===== src/rtl/scan_decoder.sv =====
// One-hot decoder with direct select and auto-scan modes; registered outputs, 1-cycle latency.
// Scan holds each index for div+1 cycles and pulses wrap when the index rolls over to 0.
module scan_decoder #(
   parameter int SEL_W   = 3,
   parameter int DIV_W   = 16,
   parameter int ACT_LOW = 0
) (
   input  logic                    clk,
   input  logic                    rst_n,
   input  logic                    en,
   input  logic                    mode,
   input  logic [SEL_W-1:0]        sel,
   input  logic [DIV_W-1:0]        div,
   output logic [(2**SEL_W)-1:0]   out,
   output logic [SEL_W-1:0]        idx,
   output logic                    wrap
);

   localparam int OUT_N = 2**SEL_W;
   localparam logic [OUT_N-1:0] OFF_VAL = (ACT_LOW != 0) ? {OUT_N{1'b1}} : {OUT_N{1'b0}};
   localparam logic [SEL_W-1:0] LAST_IDX = SEL_W'(OUT_N - 1);

   typedef enum logic [1:0] {
      OFF    = 2'd0,
      DIRECT = 2'd1,
      SCAN   = 2'd2
   } state_t;

   state_t            state;
   logic [DIV_W-1:0]  presc;

   // Polarity is folded in here so the out register already holds the pin value.
   function automatic logic [OUT_N-1:0] drive(input logic [SEL_W-1:0] s);
      logic [OUT_N-1:0] v;
      v    = '0;
      v[s] = 1'b1;
      return (ACT_LOW != 0) ? ~v : v;
   endfunction

   always_ff @(posedge clk) begin
      if (!rst_n) begin
         state <= OFF;
         idx   <= '0;
         presc <= '0;
         wrap  <= 1'b0;
         out   <= OFF_VAL;
      end else if (!en) begin
         state <= OFF;
         out   <= OFF_VAL;
         wrap  <= 1'b0;
      end else if (!mode) begin
         state <= DIRECT;
         idx   <= sel;
         out   <= drive(sel);
         presc <= '0;
         wrap  <= 1'b0;
      end else if (state != SCAN) begin
         state <= SCAN;
         idx   <= sel;
         out   <= drive(sel);
         presc <= '0;
         wrap  <= 1'b0;
      end else if (presc >= div) begin
         // >= rather than == so a div lowered mid-dwell ticks at once instead of overrunning.
         presc <= '0;
         idx   <= idx + 1'b1;
         out   <= drive(idx + 1'b1);
         wrap  <= (idx == LAST_IDX);
      end else begin
         presc <= presc + 1'b1;
         wrap  <= 1'b0;
      end
   end

endmodule


===== config.mk =====
export PLATFORM = sky130hd
export DESIGN_NAME = scan_decoder
export DESIGN_NICKNAME = d
export VERILOG_FILES = /design/src/rtl/scan_decoder.sv
export SDC_FILE = /design/constraint.sdc
export NUM_CORES = 1
export LEC_CHECK = 0
export CORE_ASPECT_RATIO = 0.5
export CORE_UTILIZATION = 55
export CTS_CLUSTER_DIAMETER = 30
export DETAILED_ROUTE_END_ITERATION = 10
export PLACE_DENSITY_LB_ADDON = 0.25
export REMOVE_ABC_BUFFERS = 1
export SYNTH_ARGS = -nofsm -noshare
export SYNTH_HDL_FRONTEND = slang
export SYNTH_SLANG_ARGS = --single-unit

===== constraint.sdc =====
create_clock -name clk -period 4.91 [get_ports clk]
set_input_delay 0.7365 -clock clk [delete_from_list [all_inputs] [get_ports clk]]
set_output_delay 0.7365 -clock clk [all_outputs]
set_load 0.01 [all_outputs]

==> reports/results.txt <==
Diode count: 0
Async SR Flop Fraction: 0
Clock root cell: clkbuf_8
Die area: 3528 um2
CTS tree: yes
DR WL/cell: 13.65 um
Post-place setup slack: 1.303 ns
Clock Tree Buf Depth: 2
Reg area: 600.6 um2
Largest net degree at the start of global routing: 18
Design Area, Final: 2258 um2
Minimum clock period after layout: 3.305 ns
Slowest library cell on the worst path: or4_4
FF-to-FF End: presc[11]$_SDFFE_PN0P_
Fin Clk Skew: 0.01105 ns
Req. time, crit path: 5.06 ns
Sink Count: 30
Core area: 3065 um2
Slew margin rel.: 0.4707
Initial core utilization: 0.5886
RSZ-0062 raised after global routing: false
#FFs+latches synth: 30
Status: finished clean
Initial antenna violation count: 0
Initial drt markers: 78
Drt first pass iters: 4
Fin crit share: 0.6730
Global-route wire length before repair: 6.969 mm
PD cells: 234.7 nW/um2
CP top delay family: simple AND/OR/NAND/NOR gates
CP Capture Point: presc[11]$_SDFFE_PN0P_
Final setup violating endpoints: 0
Tightest Pin Transition: 0.7868 ns
Leak: 0.9387 nW
CP Launch Type: input port
Num CTS Buffers: 5
Worst path depth: 9
Kind of critical path: in -> reg
Critical path's largest stage delay: 0.58 ns
Total wire length: 3.985 mm
Port Buffers: 34
Cts hold-fix bufs: 0
Crit path DAT: 3.45 ns
Die Y-Extent: 42.50 um
Via-to-Cell Ratio: 5.640
VDD IR max: 0.0001289 V
Synth warnings: 0
Post-synth top flop: dfxtp_1
Seq/Total Area, Yosys: 0.3329
Fmax: 302.6 MHz
Layout cells sized above 1: 0.05952
Synth top area share: 0.3329
Post-route insts no fill: 292
Slew Viols, Final: 0
Final TNS setup: 0 ns
CP Cell Sequence: clkdlybuf4s50_1, inv_1, ha_1, nand4_1, or3_1, or4_4, nand4_4, a21o_1, nor2_1
PostCTS Resize Cnt: 0
I/O Pins: 35
Die width: 83 um
Total power: 0.5299 mW
Endpoint class of the critical path: register
Later-pin clock latency in the skew report: 0.28 ns
Post-DP Area: 2163 um2
Crit path max fanout: 17
Final Core Density: 0.7367
Final hold vios: 0
Worst-path clk slew: 0.07 ns
Max_cap viols: 0
Setup slack, reg-to-reg: 2.19 ns
Global route overflow: 0
Mean post-synth cell area: 8.471 um2
Antenna Violating Nets Remaining: 0
Number of global-route vias before repair: 1579
Reg2reg start: presc[13]$_SDFFE_PN0P_
Worst reg-to-reg path cell count: 7
Site Rows: 14
DR DRC count: 0
HPWL after DPL: 2.992 mm
CP startpoint: div[15]
Number of flops mapped to enable cells by yosys: 0
Cells after Synth: 213
Hold Path Class: reg -> reg
Synth area leader: dfxtp_1
GP Congestion: 0.9130
Number of fill cells: 243
Final worst setup slack: 1.605 ns
Ranking of synthesized cells by area: dfxtp_1 (33%), ha_1 (13%), nor2_1 (5.2%), inv_1 (5.0%), xor2_1 (4.9%)
Multi-input gate area: 1082 um2
Synth unique cells: 38
Inst Count DP: 284
H-tree levels: 2
Gr usage total: 0.2518
Synthesized area: 1804 um2
Vias: 1647
Buf/Inv on CP: 2
Layout Area Growth over Synthesis: 25.17%
Layout net count: 293
Final hold slack: 0.4967 ns
Post-CTS Setup Inserts: 0
==> cells by family (layout without fill, tap and decap cells) <==
logic type / Yosys count / in the layout / synth area share
AO/OA/AOI/OAI: 32 / 32 / 0.1338
XOR/XNOR: 13 / 13 / 0.06311
adder cells (fa/ha/maj): 19 / 19 / 0.1318
buffers and inverters: 27 / 66 / 0.06727
flip-flops: 30 / 30 / 0.3329
multiplexers: 3 / 3 / 0.01664
AND/OR/NAND/NOR: 89 / 89 / 0.2545
==> final cells by class <==
class                   count  share of cell area
inverters                  24             0.03989
clock buffers               6             0.03657
multi-input cells         156              0.4792
repair buffers             34              0.1507
flip-flops and latches     30              0.2659
well taps                  40             0.02216
clock inverters             2            0.005540
==> layout by cell type (no fill, tap or decap), drive strengths merged <==
cell type / synthesis / final
a2111oi: 1 / 1
a21o: 3 / 3
a21oi: 12 / 12
a2bb2oi: 2 / 2
a311oi: 3 / 3
a31o: 1 / 1
a31oi: 1 / 1
and2: 1 / 1
and3: 5 / 5
and4: 3 / 3
clkbuf: 1 / 6
clkdlybuf4s50: 0 / 34
clkinv: 0 / 1
clkinvlp: 0 / 1
dfxtp: 30 / 30
ha: 19 / 19
inv: 24 / 24
mux2i: 3 / 3
nand2: 20 / 20
nand2b: 5 / 5
nand3: 9 / 9
nand4: 11 / 11
nor2: 26 / 26
nor2b: 1 / 1
nor3: 1 / 1
nor4: 1 / 1
o211a: 1 / 1
o21a: 1 / 1
o21ai: 1 / 1
o32a: 3 / 3
o32ai: 3 / 3
or2: 1 / 1
or3: 4 / 4
or4: 1 / 1
xnor2: 3 / 3
xor2: 10 / 10
==> registers in the layout, summed over array words and instances (netlist names) <==
register,flops
presc,16
idx,3
wrap,1
state,2
out,8
==> cells in the mapped netlist, types with 2 or more instances <==
library cell,n
dfxtp_1,30
nor2_1,25
inv_1,24
nand2_1,20
ha_1,19
a21oi_1,12
nand4_1,10
xor2_1,10
nand3_1,9
and3_1,5
nand2b_1,5
or3_1,4
a21o_1,3
and4_1,3
mux2i_1,3
o32a_1,3
o32ai_1,3
xnor2_1,3
a2bb2oi_1,2
a311oi_1,2
==> power breakdown <==
group          leakage, nW  switching, mW  internal [mW]  total (mW)
Clock               0.0472         0.0955          0.112       0.208
Combinational        0.648         0.0340         0.0359      0.0699
Sequential           0.243        0.00432          0.248       0.252
==> worst min-delay path, stage by stage (launching register included) <==
cell     delay, ns
dfxtp_1       0.33
mux2i_1       0.06
nor2_1        0.07
==> metal layers <==
layer | vias to the layer above | part of all wire | GRT usage
li1 | 823 | - | -
met1 | 772 | 0.47 | 0.3212
met2 | 48 | 0.46 | 0.4246
met3 | 4 | 0.060 | 0.06496
met4 | 0 | 0.0068 | 0.07586
met5 | - | 0 | 0
==> worst min-delay path by stage <==
| stage | from | end | slack (ns) | depth (start not counted) |
|---|---|---|---|---|
| after CTS | out[3]$_SDFFE_PN0P_ | out[3]$_SDFFE_PN0P_ | 0.50 | 2 |
| after global placement | out[3]$_SDFFE_PN0P_ | out[3]$_SDFFE_PN0P_ | 0.48 | 2 |
| after detailed placement | out[3]$_SDFFE_PN0P_ | out[3]$_SDFFE_PN0P_ | 0.48 | 2 |
| after floorplan | presc[13]$_SDFFE_PN0P_ | presc[13]$_SDFFE_PN0P_ | 0.47 | 2 |
| final | out[3]$_SDFFE_PN0P_ | out[3]$_SDFFE_PN0P_ | 0.50 | 2 |
| after global routing | out[3]$_SDFFE_PN0P_ | out[3]$_SDFFE_PN0P_ | 0.53 | 2 |
No activity file was read; power rests on OpenSTA's default activity.
